**src/rtl/instr_encoder_if.sv**
```systemverilog
// rtl/instr_encoder_if.sv - request/write-port bundle for the instruction encoder
interface instr_encoder_if #(
  parameter int IMM_WIDTH  = 32,
  parameter int ADDR_WIDTH = 32
);
  logic                  valid_i;
  logic                  ready_o;
  logic [2:0]            imm_src_i;
  logic [IMM_WIDTH-1:0]  imm_i;
  logic [6:0]            opcode_i;
  logic [4:0]            rd_i;
  logic [4:0]            rs1_i;
  logic [4:0]            rs2_i;
  logic [2:0]            funct3_i;
  logic [6:0]            funct7_i;
  logic                  addr_load_i;
  logic [ADDR_WIDTH-1:0] addr_val_i;
  logic                  we_o;
  logic                  ready_i;
  logic [ADDR_WIDTH-1:0] addr_o;
  logic [IMM_WIDTH-1:0]  instr_o;
  logic                  err_o;
  logic [15:0]           count_o;

  // Loader side: presents fields and accepts memory writes
  modport master (
    output valid_i, imm_src_i, imm_i, opcode_i, rd_i, rs1_i, rs2_i,
           funct3_i, funct7_i, addr_load_i, addr_val_i, ready_i,
    input  ready_o, we_o, addr_o, instr_o, err_o, count_o
  );

  // Encoder side
  modport slave (
    input  valid_i, imm_src_i, imm_i, opcode_i, rd_i, rs1_i, rs2_i,
           funct3_i, funct7_i, addr_load_i, addr_val_i, ready_i,
    output ready_o, we_o, addr_o, instr_o, err_o, count_o
  );
endinterface

```
**src/rtl/instr_encoder.sv**
```systemverilog
// rtl/instr_encoder.sv - packs RISC-V fields into a word and writes it to instruction memory
module instr_encoder #(
  parameter int                    IMM_WIDTH  = 32,
  parameter int                    ADDR_WIDTH = 32,
  parameter logic [ADDR_WIDTH-1:0] BASE_ADDR  = '0
) (
  input logic           clk_i,
  input logic           rst_i,
  instr_encoder_if.slave bus
);

  localparam logic [2:0] SRC_I = 3'b000;
  localparam logic [2:0] SRC_S = 3'b001;
  localparam logic [2:0] SRC_B = 3'b010;
  localparam logic [2:0] SRC_J = 3'b011;
  localparam logic [2:0] SRC_U = 3'b100;
  localparam logic [2:0] SRC_R = 3'b101;

  logic [IMM_WIDTH-1:0]  imm;
  logic [IMM_WIDTH-1:0]  word;
  logic                  legal;
  logic                  accept;
  logic                  handshake;
  logic [ADDR_WIDTH-1:0] load_addr;
  logic [ADDR_WIDTH-1:0] wr_addr;

  logic                  we_r;
  logic                  err_r;
  logic [IMM_WIDTH-1:0]  instr_r;
  logic [ADDR_WIDTH-1:0] addr_r;
  logic [ADDR_WIDTH-1:0] next_addr;
  logic [15:0]           count_r;

  assign imm       = bus.imm_i;
  assign accept    = bus.valid_i && bus.ready_o;
  assign handshake = we_r && bus.ready_i;
  // Word alignment is enforced by masking the low two bits of a loaded address
  assign load_addr = bus.addr_val_i & ~ADDR_WIDTH'(3);
  assign wr_addr   = bus.addr_load_i ? load_addr : next_addr;

  assign bus.ready_o = !we_r || bus.ready_i;
  assign bus.we_o    = we_r;
  assign bus.err_o   = err_r;
  assign bus.instr_o = instr_r;
  assign bus.addr_o  = addr_r;
  assign bus.count_o = count_r;

  // Scatter the fields by format and decide whether the immediate fits the format
  always_comb begin
    word       = '0;
    legal      = 1'b0;
    word[6:0]  = bus.opcode_i;
    case (bus.imm_src_i)
      SRC_I: begin
        word[11:7]  = bus.rd_i;
        word[14:12] = bus.funct3_i;
        word[19:15] = bus.rs1_i;
        word[31:20] = imm[11:0];
        legal       = (&imm[31:11]) || !(|imm[31:11]);
      end
      SRC_S: begin
        word[11:7]  = imm[4:0];
        word[14:12] = bus.funct3_i;
        word[19:15] = bus.rs1_i;
        word[24:20] = bus.rs2_i;
        word[31:25] = imm[11:5];
        legal       = (&imm[31:11]) || !(|imm[31:11]);
      end
      SRC_B: begin
        word[7]     = imm[11];
        word[11:8]  = imm[4:1];
        word[14:12] = bus.funct3_i;
        word[19:15] = bus.rs1_i;
        word[24:20] = bus.rs2_i;
        word[30:25] = imm[10:5];
        word[31]    = imm[12];
        legal       = ((&imm[31:12]) || !(|imm[31:12])) && !imm[0];
      end
      SRC_J: begin
        word[11:7]  = bus.rd_i;
        word[19:12] = imm[19:12];
        word[20]    = imm[11];
        word[30:21] = imm[10:1];
        word[31]    = imm[20];
        legal       = ((&imm[31:20]) || !(|imm[31:20])) && !imm[0];
      end
      SRC_U: begin
        word[11:7]  = bus.rd_i;
        word[31:12] = imm[31:12];
        legal       = !(|imm[11:0]);
      end
      SRC_R: begin
        word[11:7]  = bus.rd_i;
        word[14:12] = bus.funct3_i;
        word[19:15] = bus.rs1_i;
        word[24:20] = bus.rs2_i;
        word[31:25] = bus.funct7_i;
        legal       = 1'b1;
      end
      default: legal = 1'b0;
    endcase
  end

  // Single output stage: drain on handshake, refill on legal accept, flag drops
  always_ff @(posedge clk_i) begin
    if (rst_i) begin
      we_r      <= 1'b0;
      err_r     <= 1'b0;
      instr_r   <= '0;
      addr_r    <= '0;
      next_addr <= BASE_ADDR;
      count_r   <= '0;
    end else begin
      if (handshake) begin
        we_r    <= 1'b0;
        count_r <= count_r + 16'd1;
      end
      if (accept && legal) begin
        we_r      <= 1'b1;
        instr_r   <= word;
        addr_r    <= wr_addr;
        next_addr <= wr_addr + ADDR_WIDTH'(4);
      end else begin
        if (accept) err_r <= 1'b1;
        if (bus.addr_load_i) next_addr <= load_addr;
      end
    end
  end

endmodule

```
**src/flat_wrapper.sv**
```systemverilog
// flat-port wrapper written by rule: the top's interface ports become plain ports
module instr_encoder_flat 
#(
  parameter int                    IMM_WIDTH  = 32,
  parameter int                    ADDR_WIDTH = 32,
  parameter logic [ADDR_WIDTH-1:0] BASE_ADDR  = '0
)
  (clk_i, rst_i, bus_valid_i, bus_imm_src_i, bus_imm_i, bus_opcode_i, bus_rd_i, bus_rs1_i, bus_rs2_i, bus_funct3_i, bus_funct7_i, bus_addr_load_i, bus_addr_val_i, bus_ready_i, bus_ready_o, bus_we_o, bus_addr_o, bus_instr_o, bus_err_o, bus_count_o);
  instr_encoder_if #(.IMM_WIDTH(IMM_WIDTH), .ADDR_WIDTH(ADDR_WIDTH)) bus_i ();
  input logic clk_i;
  input logic rst_i;
  input wire logic [$bits(bus_i.valid_i)-1:0] bus_valid_i;
  input wire logic [$bits(bus_i.imm_src_i)-1:0] bus_imm_src_i;
  input wire logic [$bits(bus_i.imm_i)-1:0] bus_imm_i;
  input wire logic [$bits(bus_i.opcode_i)-1:0] bus_opcode_i;
  input wire logic [$bits(bus_i.rd_i)-1:0] bus_rd_i;
  input wire logic [$bits(bus_i.rs1_i)-1:0] bus_rs1_i;
  input wire logic [$bits(bus_i.rs2_i)-1:0] bus_rs2_i;
  input wire logic [$bits(bus_i.funct3_i)-1:0] bus_funct3_i;
  input wire logic [$bits(bus_i.funct7_i)-1:0] bus_funct7_i;
  input wire logic [$bits(bus_i.addr_load_i)-1:0] bus_addr_load_i;
  input wire logic [$bits(bus_i.addr_val_i)-1:0] bus_addr_val_i;
  input wire logic [$bits(bus_i.ready_i)-1:0] bus_ready_i;
  output wire logic [$bits(bus_i.ready_o)-1:0] bus_ready_o;
  output wire logic [$bits(bus_i.we_o)-1:0] bus_we_o;
  output wire logic [$bits(bus_i.addr_o)-1:0] bus_addr_o;
  output wire logic [$bits(bus_i.instr_o)-1:0] bus_instr_o;
  output wire logic [$bits(bus_i.err_o)-1:0] bus_err_o;
  output wire logic [$bits(bus_i.count_o)-1:0] bus_count_o;
  assign bus_i.valid_i = bus_valid_i;
  assign bus_i.imm_src_i = bus_imm_src_i;
  assign bus_i.imm_i = bus_imm_i;
  assign bus_i.opcode_i = bus_opcode_i;
  assign bus_i.rd_i = bus_rd_i;
  assign bus_i.rs1_i = bus_rs1_i;
  assign bus_i.rs2_i = bus_rs2_i;
  assign bus_i.funct3_i = bus_funct3_i;
  assign bus_i.funct7_i = bus_funct7_i;
  assign bus_i.addr_load_i = bus_addr_load_i;
  assign bus_i.addr_val_i = bus_addr_val_i;
  assign bus_i.ready_i = bus_ready_i;
  assign bus_ready_o = bus_i.ready_o;
  assign bus_we_o = bus_i.we_o;
  assign bus_addr_o = bus_i.addr_o;
  assign bus_instr_o = bus_i.instr_o;
  assign bus_err_o = bus_i.err_o;
  assign bus_count_o = bus_i.count_o;
  instr_encoder #(.IMM_WIDTH(IMM_WIDTH), .ADDR_WIDTH(ADDR_WIDTH), .BASE_ADDR(BASE_ADDR)) u_core (.clk_i(clk_i), .rst_i(rst_i), .bus(bus_i));
endmodule
```
**config.mk**
```make
export PLATFORM = sky130hd
export DESIGN_NAME = instr_encoder_flat
export DESIGN_NICKNAME = d
export VERILOG_FILES = /design/src/rtl/instr_encoder_if.sv /design/src/rtl/instr_encoder.sv /design/src/flat_wrapper.sv
export SDC_FILE = /design/constraint.sdc
export NUM_CORES = 1
export LEC_CHECK = 0
export ABC_AREA = 1
export CORE_ASPECT_RATIO = 0.75
export CORE_MARGIN = 2
export CORE_UTILIZATION = 35
export CTS_CLUSTER_SIZE = 14
export DETAILED_ROUTE_END_ITERATION = 16
export PLACE_DENSITY = 0.6
export SYNTH_ARGS = -nofsm -noshare
export SYNTH_HDL_FRONTEND = slang
export SYNTH_SLANG_ARGS = --single-unit
```
**constraint.sdc**
```tcl
create_clock -name clk_i -period 3.49 [get_ports clk_i]
set_input_delay 0.349 -clock clk_i [delete_from_list [all_inputs] [get_ports clk_i]]
set_output_delay 0.349 -clock clk_i [all_outputs]
set_load 0.02 [all_outputs]
```
======== After elaboration in Yosys (flattened, before gate mapping) ========
Index checks and enable logic that the tools add are counted.
operators by class
  add/subtract/negate cells ............... 2
  equal/unequal tests ..................... 5
  muxes and demuxes ....................... 6
  bitwise logic cells ..................... 1
  reductions and logical operators ........ 26
operators with widths
  kind                     count
  $pmux W25 S6             1
  $mux W32                 2
  $add A32 B3 Y32 const B  1
  $reduce_or A12 Y1        2
  $reduce_and A21 Y1       1
  $reduce_or A21 Y1        1
  $reduce_and A20 Y1       1
  $reduce_or A20 Y1        1
  $add A16 B1 Y16 const B  1
  $reduce_and A12 Y1       1
  $eq A3 B2 Y1 const B     2
  $eq A3 B3 Y1 const B     2
  $logic_not A1 Y1         6
  $logic_and A1 B1 Y1      5
  $pmux W1 S5              1
  $logic_or A1 B1 Y1       4
  $eq A3 B1 Y1 const B     1
  $logic_not A3 Y1         1
  $mux W1                  2
  $reduce_and A2 Y1        1
  $reduce_bool A2 Y1       1
  $reduce_or A2 Y1         1
  $not A1 Y1               1
word-level totals
  flip-flop bits (word level) ............. 114
  input bits .............................. 104
  output and inout bits ................... 83

======== Logic depth before layout (Yosys ltp) ========
  word-level depth ........................ 8
  gate-level depth with buffers ........... 14
  depth with buffers taken out ............ 13

======== Worst setup path after synthesis ========
OpenSTA, ideal clock, no wires.
  path type ............................... register to register
  start point ............................. register u_core.we_r (netlist: u_core.bus.we_o)
  end point ............................... register u_core.count_r[15] (netlist: u_core.bus.count_o[15])
  library setup time ...................... 0.116 ns
  arrival time ............................ 1.639 ns
  required time ........................... 3.374 ns
  path slack .............................. 1.735 ns
  cell stages (with the launch flop) ...... 9
  cell sequence ........................... dfxtp_1 > nand2_1 > nor2_1 > nand4_1 > or2_2 > nor2_1 > nand4_1 > o21ai_0 > nor2_1
between the ends
  word-level cells in the longest chain between the ends .. 1
ends and longest elaborated chain
  element                 RTL line              text
  start, declared         instr_encoder.sv:27   logic we_r;
  start signal, assigned  instr_encoder.sv:107  we_r <= 1'b0;
  start signal, assigned  instr_encoder.sv:115  we_r <= 1'b0;
  start signal, assigned  instr_encoder.sv:119  we_r <= 1'b1;
  $logic_and A1 B1 Y1     instr_encoder.sv:36   assign handshake = we_r && bus.ready_i;
  end signal, assigned    instr_encoder.sv:116  count_r <= count_r + 16'd1;
  end, declared           instr_encoder.sv:32   logic [15:0] count_r;
No other way between the ends.
A chain may end at the register's enable or synchronous reset.

======== Final worst setup path ========
  start point ............................. input bus_addr_load_i
  end point ............................... register u_core.next_addr[25]
between the ends
  word-level cells in the longest chain between the ends .. 3
ends and longest elaborated chain
  element               RTL line              text
  start, declared       flat_wrapper.sv:21    input wire logic [$bits(bus_i.addr_load_i)-1:0] bus_addr_load_i;
  $mux W32 (*)          -
  $add A32 B3 Y32       instr_encoder.sv:122  next_addr <= wr_addr + ADDR_WIDTH'(4);
  $mux W32 (*)          instr_encoder.sv:118  if (accept && legal) begin
  end signal, assigned  instr_encoder.sv:122
  end signal, assigned  instr_encoder.sv:125  if (bus.addr_load_i) next_addr <= load_addr;
  end, declared         instr_encoder.sv:31   logic [ADDR_WIDTH-1:0] next_addr;
Mark *: on every way between the ends. The rest lies on a longest branch, timed or not.

==> out/results.tsv <==
metric	value	unit
outcome	finished, final reports clean	
endpoint	u_core.next_addr[25]	
synthesis.nets	1124	
avgSynthCellArea	6.12	um^2
path_class	input pin to flip-flop	
drive_gt1_share	5.91	%
fillerInstances	1811	
p_leak	3.53	nW
ys_seq_elements	114	
path_clk_slew	0.05	ns
worst_pin_slew	0.643	ns
dr_total_vias	6789	
synth_top_family_by_area	simple AND/OR/NAND/NOR gates	
power	3.53	mW
grt.busiest_layer	met2	
holdCritPathClass	flip-flop to flip-flop	
cts_sinks	114	
cts-htree-levels	4	
tns	0	ns
fmaxAchievable	0.427	GHz
use_met3	6.97	%
drt_iter0_drc	368	
yosys.area_share.simple	41.0	%
synth_edf_count	0	
finalHoldViolations	0	
grt_pass1_vias	6348	
final_common_cell	nand2_1	
dieArea	0.0189	mm^2
cts_tree	built	
grt_util_all_layers	21.2	%
vias_per_cell	4.70	
post_cts_buffers	0	
numCtsBuffers	17	
critical_path.startpoint_type	input pin	
fp.dieW	158	um
port_buffers	184	
area_growth	41.5	%
dp_hpwl	14600	um
power_density	401	mW/mm^2
final_cell_mix	nand2_1, nor2_1, clkdlybuf4s50_1	
arrival	2.68	ns
core	0.0176	mm^2
start_util	35.5	%
die_h	120	um
r2r_cells	8	
synthMuxAreaShare	0	%
clkLatencyLatePin	0.42	ns
antenna_found_initial	1	
synth-compound-area-share	12.6	%
post_drt_wl_per_cell	13.6	um
critical_path_required	3.83	ns
synth_warnings	0	
netlist_instances	1018	
overflow	0	
multiInputGateArea	0.00348	mm^2
syn_area	0.00623	mm^2
r2r_end	u_core.bus.count_o[15]	
drt-pass1-iter-count	5	
pin_count	187	
drv_slew	0	
cts_hold_buf	0	
gr-usage-met2	30.5	%
cap_viol_max_count	0	
fin_skew	0.0145	ns
slew-limit-headroom	56.7	%
crit_start	bus_addr_load_i	
grt_pass1_wl	31600	um
period_share	67.1	%
finalNetCount	1297	
synth-xor-area-share	1.69	%
synth_flop_cell	dfxtp_1	
grtUsageMet1	30.2	%
async_flop_share	0	%
critPathMaxFanout	22	
cts-root-buf	clkbuf_16	
wl	19600	um
period_needed	2.34	ns
endpoint_kind	flip-flop	
drcViolationCount	0	
num_rows	42	
timing.rr.start	u_core.bus.we_o	
routabilityCongestion	0.897	
synthDistinctLibCells	35	
postRouteAntennaNets	0	
seqCellArea	0.00228	mm^2
reg2reg_slack	1.57	ns
clockBufferDepth	2	
synth_fa_ha_area_share	0.402	%
ir_drop	301	uV
yosysSeqAreaShare	36.6	%
cts_resized	0	
grt_max_degree	65	
setup_viol	0	
rsz0062_at_grt	false	
kinds of logic after synthesis:
logic type | count (synthesis)
XOR/XNOR | 12
AO/OA/AOI/OAI | 151
AND/OR/NAND/NOR | 627
adder cells (fa/ha/maj) | 2
buffers and inverters | 112
flip-flops | 114
where the power goes:
part / internal [mW] / switching [mW] / total (mW)
clock network: 0.996 / 0.608 / 1.60
logic: 0.246 / 0.311 / 0.558
registers: 1.35 / 0.0192 / 1.37
total: 2.59 / 0.938 / 3.53
registers in the layout (all words and copies together) (netlist names):
name	count
u_core.bus.count_o	16
u_core.next_addr	32
u_core.bus.we_o	1
u_core.bus.instr_o	32
u_core.bus.addr_o	32
u_core.bus.err_o	1
worst max-delay path: stages:
cell and delay (ns):
clkdlybuf4s50_1 0.74, buf_4 0.34, nand2_1 0.08, nand2_1 0.17, nand2_1 0.13, nor2_1 0.21, nand2_1 0.13, nor2_1 0.14
nand3_1 0.08, nand2_1 0.09, nand3_1 0.07, a21oi_1 0.15
final cells by class:
cell class                      instances  area share (%)
Antenna cell                            1          0.0284
Clock buffer                           19            5.14
Clock inverter                         10            1.01
Inverter                               70            2.98
Multi-Input combinational cell        792            39.5
Sequential cell                       114            25.9
Tap cell                              242            3.44
Timing Repair Buffer                  196            22.0
cells in the mapped netlist (2+ instances only):
cell type / instances / share of area [%]
nor2_4: 3 / 0.54
nor2_1: 214 / 13
dfxtp_1: 114 / 37
buf_2: 18 / 1.4
ha_1: 2 / 0.40
nor3_1: 2 / 0.16
xnor2_1: 8 / 1.1
buf_6: 2 / 0.36
nand3_2: 2 / 0.32
o22ai_1: 3 / 0.30
nand2_2: 13 / 1.3
inv_1: 66 / 4.0
a21oi_1: 50 / 4.0
inv_2: 4 / 0.24
nand3_1: 66 / 5.3
nand2_1: 308 / 19
nor2_2: 4 / 0.40
or2_2: 2 / 0.20
nand4_1: 11 / 1.1
xor2_1: 4 / 0.56
buf_1: 2 / 0.12
clkbuf_1: 15 / 0.90
nor4_1: 2 / 0.20
o21ai_0: 88 / 7.1
buf_4: 5 / 0.60
stage by stage:
step	hold slack, ns	cell area (um^2)	std cells	setup WS [ns]	utilization (%)
floorplan	0.417	6230	1018	1.73	-
global placement	0.426	8270	1413	0.741	47.1
detailed placement	0.430	8270	1413	0.743	47.1
CTS	0.437	8810	1442	1.17	50.2
global route	0.449	8810	1443	0.866	50.2
finish	0.437	8810	1444	1.15	50.2
per-layer routing:
| metal | routed length, um | vias to the layer above |
|---|---|---|
| met5 | 0 | - |
| met4 | 372 | 0 |
| met3 | 1310 | 27 |
| met2 | 7910 | 181 |
| met1 | 10000 | 2991 |
| li1 | - | 3590 |
how the worst min path moves through the flow:
stage | cells after the start | to | from | slack, ns
6_report | 2 | u_core.next_addr[1] | u_core.next_addr[1] | 0.44
5_1_grt | 2 | u_core.next_addr[1] | u_core.next_addr[1] | 0.45
4_1_cts | 2 | u_core.next_addr[1] | u_core.next_addr[1] | 0.44
3_5_place_dp | 2 | u_core.next_addr[1] | u_core.next_addr[1] | 0.43
3_3_place_gp | 2 | u_core.next_addr[0] | u_core.next_addr[0] | 0.43
2_1_floorplan | 2 | u_core.next_addr[0] | u_core.next_addr[0] | 0.42
Power figures use the tool's default switching activity.
